`src/rtl/btn_debouncer.sv`:
```
// ---------------------------------------------------------------------------
// BtnDebouncer: conditioning stage for the board push-buttons.
//
// Each raw asynchronous button is passed through a two-flop synchroniser.
// A per-channel FSM then accepts a new level only after the synchronised
// input has differed from the current level for DEBOUNCE_CYCLES consecutive
// cycles. On an accepted press the stage also emits a single-cycle pulse.
//
// Parameters:
//   N_BOTON          number of independent button channels
//   DEBOUNCE_CYCLES  consecutive stable cycles needed to accept a change
//   NB_COUNT         stability counter width (2^NB_COUNT >= DEBOUNCE_CYCLES)
//
// Ports:
//   clk          system clock, all state on rising edge
//   rst          asynchronous active-high reset, clears every flop
//   i_btn        raw button levels, 1 = pressed
//   o_btn_level  debounced, registered button level
//   o_btn_pulse  one-cycle pulse in the first cycle a press is accepted
// ---------------------------------------------------------------------------
module btn_debouncer #(
  parameter int N_BOTON         = 3,
  parameter int DEBOUNCE_CYCLES = 1000000,
  parameter int NB_COUNT        = 24
) (
  input  logic               clk,
  input  logic               rst,
  input  logic [N_BOTON-1:0] i_btn,
  output logic [N_BOTON-1:0] o_btn_level,
  output logic [N_BOTON-1:0] o_btn_pulse
);

  typedef enum logic [1:0] {
    STABLE_LOW   = 2'd0,
    CONFIRM_HIGH = 2'd1,
    STABLE_HIGH  = 2'd2,
    CONFIRM_LOW  = 2'd3
  } state_e;

  // Count value on which the level flips: the edge where the run of
  // mismatching samples would reach DEBOUNCE_CYCLES.
  localparam logic [NB_COUNT-1:0] CNT_LAST = NB_COUNT'(DEBOUNCE_CYCLES - 1);
  localparam logic [NB_COUNT-1:0] CNT_ONE  = NB_COUNT'(1);
  localparam logic [NB_COUNT-1:0] CNT_ZERO = '0;
  // With a one-cycle requirement the first mismatching sample is enough,
  // so the CONFIRM states are skipped entirely.
  localparam bit SINGLE_CYCLE = (DEBOUNCE_CYCLES == 1);

  logic [N_BOTON-1:0] sync1_q;
  logic [N_BOTON-1:0] sync2_q;

  // Two-flop synchroniser for all channels; only sync2_q is consumed later.
  always_ff @(posedge clk or posedge rst) begin
    if (rst) begin
      sync1_q <= '0;
      sync2_q <= '0;
    end else begin
      sync1_q <= i_btn;
      sync2_q <= sync1_q;
    end
  end

  for (genvar k = 0; k < N_BOTON; k++) begin : g_chan
    state_e              state_q, state_d;
    logic [NB_COUNT-1:0] cnt_q, cnt_d;
    logic                level_q, level_d;
    logic                pulse_q, pulse_d;

    always_ff @(posedge clk or posedge rst) begin
      if (rst) begin
        state_q <= STABLE_LOW;
        cnt_q   <= '0;
        level_q <= 1'b0;
        pulse_q <= 1'b0;
      end else begin
        state_q <= state_d;
        cnt_q   <= cnt_d;
        level_q <= level_d;
        pulse_q <= pulse_d;
      end
    end

    // Any sample matching the current level sends the FSM back to its
    // STABLE state with a cleared count, so the counter is bounded by
    // CNT_LAST and can never wrap.
    always_comb begin
      state_d = state_q;
      cnt_d   = cnt_q;
      level_d = level_q;
      pulse_d = 1'b0;
      unique case (state_q)
        STABLE_LOW: begin
          if (sync2_q[k]) begin
            if (SINGLE_CYCLE) begin
              state_d = STABLE_HIGH;
              level_d = 1'b1;
              pulse_d = 1'b1;
              cnt_d   = CNT_ZERO;
            end else begin
              state_d = CONFIRM_HIGH;
              cnt_d   = CNT_ONE;
            end
          end
        end
        CONFIRM_HIGH: begin
          if (!sync2_q[k]) begin
            state_d = STABLE_LOW;
            cnt_d   = CNT_ZERO;
          end else if (cnt_q == CNT_LAST) begin
            state_d = STABLE_HIGH;
            level_d = 1'b1;
            pulse_d = 1'b1;
            cnt_d   = CNT_ZERO;
          end else begin
            cnt_d = cnt_q + CNT_ONE;
          end
        end
        STABLE_HIGH: begin
          if (!sync2_q[k]) begin
            if (SINGLE_CYCLE) begin
              state_d = STABLE_LOW;
              level_d = 1'b0;
              cnt_d   = CNT_ZERO;
            end else begin
              state_d = CONFIRM_LOW;
              cnt_d   = CNT_ONE;
            end
          end
        end
        CONFIRM_LOW: begin
          if (sync2_q[k]) begin
            state_d = STABLE_HIGH;
            cnt_d   = CNT_ZERO;
          end else if (cnt_q == CNT_LAST) begin
            state_d = STABLE_LOW;
            level_d = 1'b0;
            cnt_d   = CNT_ZERO;
          end else begin
            cnt_d = cnt_q + CNT_ONE;
          end
        end
        default: begin
          state_d = STABLE_LOW;
          cnt_d   = CNT_ZERO;
          level_d = 1'b0;
        end
      endcase
    end

    assign o_btn_level[k] = level_q;
    assign o_btn_pulse[k] = pulse_q;
  end

endmodule

```
`config.mk`:
```
export PLATFORM = sky130hd
export DESIGN_NAME = btn_debouncer
export DESIGN_NICKNAME = d
export VERILOG_FILES = /design/src/rtl/btn_debouncer.sv
export SDC_FILE = /design/constraint.sdc
export NUM_CORES = 1
export LEC_CHECK = 0
export BUFFER_PORTS_ARGS = -buffer_cell sky130_fd_sc_hd__buf_2
export CORE_MARGIN = 3
export CORE_UTILIZATION = 60
export DETAILED_ROUTE_END_ITERATION = 12
export HOLD_SLACK_MARGIN = 0.1
export PLACE_DENSITY = 0.81
export SYNTH_ARGS = -nofsm -noshare
export SYNTH_HDL_FRONTEND = slang
export SYNTH_SLANG_ARGS = --single-unit
```
`constraint.sdc`:
```
create_clock -name clk -period 3.7 [get_ports clk]
set_clock_uncertainty 0.1 [all_clocks]
set_input_delay 0.37 -clock clk [delete_from_list [all_inputs] [get_ports clk]]
set_output_delay 0.37 -clock clk [all_outputs]
set_load 0.03 [all_outputs]
```
# Word level (Yosys, flattened, before mapping)
# Index checks and enable logic that the tools add are counted.
[classes] n_addsub=3 eq_ne=36 mux=63 n_reduce_logical=15
[op_table] cell="2-to-1 mux 24 bit" count=15
[op_table] cell="one-hot mux 24 bit (4 select lines)" count=3
[op_table] cell="adder 24 x 1 -> 24 bit, second input constant" count=3
[op_table] cell="== test 24 x 20 -> 1 bit, second input constant" count=3
[op_table] cell="2-to-1 mux 2 bit" count=18
[op_table] cell="!= test 2 bit, second input constant" count=18
[op_table] cell="one-hot mux 2 bit (4 select lines)" count=3
[op_table] cell="2-to-1 mux 1 bit" count=21
[op_table] cell="!= test 3 bit, second input constant" count=6
[op_table] cell="AND reduction 5 bit" count=3
[op_table] cell="== test 2 bit, second input constant" count=6
[op_table] cell="AND reduction 4 bit" count=3
[op_table] cell="== test 2 x 1 -> 1 bit, second input constant" count=3
[op_table] cell="logical NOT 2 bit" count=3
[op_table] cell="one-hot mux 1 bit (2 select lines)" count=3
[op_table] cell="AND reduction 2 bit" count=3
[op_table] cell="nonzero test 2 bit" count=3
[totals] reg_bits=90 input_bits=5 output_inout_bits=6 word_cells=131

# Longest topological paths before layout
[logic_depth] ltp_word=4 depth_mapped=8

# Worst setup path after synthesis
# Ideal clock, no wire load.
[synth_path] kind="reg2reg" start="reg g_chan[1].cnt_q[0]" end="reg g_chan[1].cnt_q[22]" setup_ps=69 arrival_ps=2126 t_required_ps=3531 setup_slack_ps=1405 stages_incl_launch_ff=8 n_path_buf=1 period_less_slack_ps=2295 cell_sequence="dfrtp_1 > ha_1 > inv_1 > or4_1 > buf_2 > or3_4 > or4_1 > nand3_1"
[synth_between] elab_chain_len=4 word_cells_on_any_way=6
[synth_lines] item="start: declaration" line="65" rtl="logic [NB_COUNT-1:0] cnt_q, cnt_d;"
[synth_lines] item="start signal: assignment" line="77" rtl="cnt_q <= cnt_d;"
[synth_lines] item="adder 24 x 1 -> 24 bit or == test 24 x 20 -> 1 bit (tied branches)"
[synth_lines] item="2-to-1 mux 24 bit *" line="109, 134"
[synth_lines] item="2-to-1 mux 24 bit, on equally long branches" line="131, 106"
[synth_lines] item="one-hot mux 24 bit (4 select lines) *" line="91" rtl="unique case (state_q)"
# Mark *: on every way between the ends. The rest lies on a longest branch, timed or not.
# A chain may end at the register's enable or synchronous reset.

# Worst setup path in the final report
[layout_path] start="reg g_chan[0].cnt_q[0]" end="reg g_chan[0].cnt_q[16]"
[layout_between] elab_chain_len=4 word_cells_on_any_way=6
[layout_lines] item="start: declaration" line="65"
[layout_lines] item="start signal: assignment" line="77"
[layout_lines] item="adder 24 x 1 -> 24 bit or == test 24 x 20 -> 1 bit (tied branches)"
[layout_lines] item="2-to-1 mux 24 bit *" line="109, 134"
[layout_lines] item="2-to-1 mux 24 bit, on equally long branches" line="131, 106"
[layout_lines] item="one-hot mux 24 bit (4 select lines) *" line="91"
# Marks and branches as above.

==> impl_table.tex <==
\begin{tabular}{lr}
\hline
Metric & Value \\
\hline
\multicolumn{2}{l}{\textbf{Min path}} \\
Tightest Hold Check Type & reg2reg \\
Hold Crit Depth & 0 \\
WHS Endpoint & sync2\_q[1] \\
Worst hold path startpoint & sync1\_q[1] \\
\multicolumn{2}{l}{\textbf{Detailed routing}} \\
WL met3 & between 400 and 500 µm \\
Detail Route Antenna Nets & 0 \\
Routed WL per cell & between 15 and 20 µm \\
DR WL met2 & approximately 4.8 mm \\
Topmost layer with routed signal wires & met4 \\
Via total after detailed routing & slightly above 4000 \\
WL met1 & 4.46 mm \\
Number of remaining DRC errors & 0 \\
Number of DRC markers after the initial detailed-route iteration & between 200 and 300 \\
Total Wirelength & between 9 and 10 mm \\
Vias per std cell & about 6.4 \\
Total iterations of the first detailed-routing run & 5 \\
\multicolumn{2}{l}{\textbf{STA}} \\
Worst-margin pin slew & about 1300 ps \\
Post-route minimum period & about 2800 ps \\
Worst slew margin relative to its limit & between 10\% and 20\% \\
Highest clock rate & roughly 0.36 GHz \\
Unrepaired setup endpoints after global routing & false \\
Number of hold violations in the final report & 0 \\
Number of endpoints failing setup at the final stage & 0 \\
Number of slew-limit violations in the final report & 0 \\
Sum Neg Setup Slack & 0 ps \\
Crit share post-route & 74.4\% \\
\multicolumn{2}{l}{\textbf{Layout}} \\
Post-synthesis to final-layout area growth & 7.20\% \\
Net count of the finished layout & roughly 540 \\
Count of antenna diodes in the layout & 0 \\
Cell area after layout & about 5100 µm² \\
Number of standard cells in the layout, taps in and fillers out & 640 \\
Fraction of layout cells with a size suffix above 1 & 8.32\% \\
\multicolumn{2}{l}{\textbf{Setup path}} \\
Reg2reg end & g\_chan[0].cnt\_q[16] \\
Critical Path Fanout Max & 23 \\
Crit path cell chain & ha\_1 -> nand3\_1 -> nor4\_2 -> a21oi\_2 -> buf\_4 -> or3b\_2 -> nand3\_1 \\
Crit-path max cell delay & around 650 ps \\
Critical path data required time & 3890 ps \\
Crit. End Element & register \\
Most common cell type on the critical path & sky130\_fd\_sc\_hd\_\_nand3\_1 \\
Reg2reg path depth & 7 \\
Kind of critical path & reg2reg \\
Type of origin of the critical path & register \\
Flop-to-flop setup slack & between 900 and 1000 ps \\
Cell at the slowest stage of the critical path & sky130\_fd\_sc\_hd\_\_a21oi\_2 \\
Worst R2R Start & g\_chan[0].cnt\_q[0] \\
CP arrival & 2950 ps \\
\multicolumn{2}{l}{\textbf{Yosys}} \\
Synth Warn \# & 0 \\
EDFF count, synth & 0 \\
Dominant combinational cell family by area after synthesis & simple AND/OR/NAND/NOR gates \\
Most frequent cells after synthesis & 90 x sky130\_fd\_sc\_hd\_\_dfrtp\_1, 61 x sky130\_fd\_sc\_hd\_\_nand2\_1, 47 x sky130\_fd\_sc\_hd\_\_nand3\_1, 40 x sky130\_fd\_sc\_hd\_\_a31oi\_1, 38 x sky130\_fd\_sc\_hd\_\_nor2\_1 \\
Seq/Total Area, Yosys & approximately 47\% \\
Post-synthesis cell count & 534 \\
Top flip-flop cell by instance count after synthesis & sky130\_fd\_sc\_hd\_\_dfrtp\_1 \\
Number of distinct library cells after synthesis & 50 \\
Synth top area share & a little under half \\
Share of flip-flops with an asynchronous set or reset & 100\% \\
Most instantiated library cell after synthesis & sky130\_fd\_sc\_hd\_\_dfrtp\_1 \\
Post-synth top area cell & sky130\_fd\_sc\_hd\_\_dfrtp\_1 \\
Total of flip-flops plus latches after synthesis & 90 \\
Proportion of synthesized area in mux cells & approximately 1.5\% \\
Syn Area/Cell & slightly below 9 µm² \\
Area share of and/or/nand/nor cells after synthesis & 25.8\% \\
Netlist area before placement & 4780 µm² \\
Area share of xor/xnor cells in the synthesized design & less than 1\% \\
Synth area leaders & sky130\_fd\_sc\_hd\_\_dfrtp\_1 47\%, sky130\_fd\_sc\_hd\_\_a31oi\_1 5.2\%, sky130\_fd\_sc\_hd\_\_nand3\_1 4.9\% \\
Post-synthesis adder-cell area fraction & 0.785\% \\
Net count after synthesis & 542 \\
Complex-gate fraction of the synthesized area & about a fifth \\
\multicolumn{2}{l}{\textbf{Global route}} \\
Via count of the first global-routing pass & 3655 \\
Antenna violations before repair & 0 \\
Total GRT Usage & 23.5\% \\
Largest net degree at the start of global routing & 42 \\
Global-route wire length before repair & 16.9 mm \\
Final global-route overflow total & 0 \\
\multicolumn{2}{l}{\textbf{Placed design}} \\
Final HPWL from detailed placement & $\sim$6.7 mm \\
Standard cell area after detailed placement & a little under 5000 µm² \\
Cell count after placement & 620 \\
Global placement routability congestion & about 0.86 \\
Count of port buffers added during placement & 10 \\
\multicolumn{2}{l}{\textbf{Floorplan}} \\
Total core area & 7490 µm² \\
Initial core utilization & between 60 and 70\% \\
I/O pin count & 11 \\
Die outline width & between 90 and 100 µm \\
Std cell rows & 31 \\
Area enclosed by the die boundary & around 9100 µm² \\
Die Ht & 95.3 µm \\
\multicolumn{2}{l}{\textbf{Power and ir drop}} \\
Worst voltage drop across the vdd grid & about 0.00026 V \\
LEAKAGE & 0.00223 µW \\
P per Cell Area & $\sim$380 nW/µm² \\
Power, Total & a little under 2000 µW \\
\multicolumn{2}{l}{\textbf{Status}} \\
Result of the run & complete, no violations \\
\multicolumn{2}{l}{\textbf{Clock tree}} \\
Clock Tree Buf Depth & 2 \\
Post-cts sizing count & 0 \\
Maximum level of the CTS H-tree & 3 \\
Clock transition at the register clock pins on the worst setup and hold paths after CTS & about 90 ps \\
Total clock sinks & 90 \\
Number of buffers created by CTS & 9 \\
CTS tree & yes \\
Count of buffers added by post-CTS timing repair for setup & 0 \\
Clock root buffer & sky130\_fd\_sc\_hd\_\_clkbuf\_8 \\
Clock insertion delay at the later pin of the skew report & roughly 360 ps \\
\multicolumn{2}{l}{\textbf{Run}} \\
Max-cap violation count & 0 \\
\hline
\end{tabular}
==> flip-flops by register name, summed over array words and instances, names as in the netlist, named ones only <==
| name | flops |
|---|---|
| g_chan.cnt_q | 72 |
| g_chan.level_q | 3 |
| g_chan.pulse_q | 3 |
| g_chan.state_q | 3 |
| sync1_q | 3 |
| sync2_q | 3 |
==> area by class of cell <==
cell class	count	area (µm²)
multi-input cells	401	2350
repair buffers	19	128
well taps	99	124
inverters	15	57.6
flip-flops and latches	90	2250
clock buffers	10	128
clock inverters	6	90.1
fillers	566	2360
==> power breakdown <==
part	switching, µW	total (µW)	internal (µW)
logic	91.3	143	52.1
clock network	347	731	383
registers	57.9	1080	1020
total	497	1950	1450
==> per-layer routing <==
| layer | track usage, % | up-vias |
|---|---|---|
| met5 | 0 | - |
| met4 | 5.77 | 0 |
| met3 | 5.29 | 11 |
| met2 | 37.1 | 115 |
| met1 | 33.0 | 1954 |
| li1 | - | 1996 |
==> logic make-up (layout without fill, tap and decap cells) <==
kind of cell / Yosys count / after routing
simple gates: 238 / 238
buf+inv: 43 / 50
fa+ha+maj: 3 / 3
mux: 7 / 7
flops: 90 / 90
xor+xnor: 5 / 5
compound gates: 148 / 148
==> repair_timing <==
action	4_1_cts	5_1_grt
hold buffers	4	0
endpoints found under the hold margin	42	0
endpoints found under the setup margin	0	0
==> how the worst max path moves through the flow <==
stage                              from                    endpoint  slack, ps  cells after the start
global placement    g_chan[1].cnt_q[12]         g_chan[1].cnt_q[21]       1080                      5
floorplan                           rst  asynchronous set/reset pin        890                      1
detailed placement   g_chan[0].cnt_q[0]         g_chan[0].cnt_q[16]       1030                      7
finish               g_chan[0].cnt_q[0]         g_chan[0].cnt_q[16]        950                      7
CTS                  g_chan[0].cnt_q[0]         g_chan[0].cnt_q[16]        990                      7
global route         g_chan[0].cnt_q[0]         g_chan[0].cnt_q[16]        730                      7
==> per-stage QoR <==
step | worst slack (ps) | hold WS [ps] | utilization [%]
2_1_floorplan | 895 | 231 | -
3_3_place_gp | 1080 | 241 | 65.0
3_5_place_dp | 1030 | 236 | 65.0
4_1_cts | 987 | 267 | 68.5
5_1_grt | 729 | 277 | 68.5
6_report | 946 | 263 | 68.5
==> cell usage in the layout (no fill, tap or decap), types with 2 or more instances in the layout <==
master	synthesis	routed
sky130_fd_sc_hd__a21o_1	13	13
sky130_fd_sc_hd__or4bb_1	3	3
sky130_fd_sc_hd__dfrtp_1	90	90
sky130_fd_sc_hd__o211ai_1	2	2
sky130_fd_sc_hd__nor4_2	3	3
sky130_fd_sc_hd__nand2b_1	5	5
sky130_fd_sc_hd__inv_1	15	14
sky130_fd_sc_hd__buf_2	4	10
sky130_fd_sc_hd__a2bb2oi_1	2	2
sky130_fd_sc_hd__o21ai_0	22	22
sky130_fd_sc_hd__a31oi_1	40	40
sky130_fd_sc_hd__and3_1	14	14
sky130_fd_sc_hd__a22o_1	12	12
sky130_fd_sc_hd__nor4_1	8	8
sky130_fd_sc_hd__mux2i_1	7	7
sky130_fd_sc_hd__a21oi_1	37	34
sky130_fd_sc_hd__clkinv_2	0	2
sky130_fd_sc_hd__or2_2	3	3
sky130_fd_sc_hd__bufinv_16	0	2
sky130_fd_sc_hd__clkbuf_8	0	9
sky130_fd_sc_hd__or4_1	5	5
sky130_fd_sc_hd__nand3_1	47	47
sky130_fd_sc_hd__a21oi_2	0	3
sky130_fd_sc_hd__nand2_1	61	61
sky130_fd_sc_hd__nor3_1	16	16
sky130_fd_sc_hd__nor2_1	38	38
sky130_fd_sc_hd__nand4_1	15	15
sky130_fd_sc_hd__o21bai_1	4	4
sky130_fd_sc_hd__xor2_1	5	5
sky130_fd_sc_hd__and2_1	4	4
sky130_fd_sc_hd__dlygate4sd3_1	0	4
sky130_fd_sc_hd__or3_1	4	4
sky130_fd_sc_hd__nor4b_1	2	2
sky130_fd_sc_hd__ha_1	3	3
sky130_fd_sc_hd__a41oi_1	7	7
sky130_fd_sc_hd__and4_1	3	3
sky130_fd_sc_hd__buf_4	7	5
==> worst max-delay path, delay by kind of cell (launching register included) <==
kind | cells | cell delay, ps
simple gates | 4 | 850
compound gates | 1 | 650
flops | 1 | 430
buf+inv | 1 | 370
fa+ha+maj | 1 | 290
Note: power is estimated with default switching activity, not from simulation.
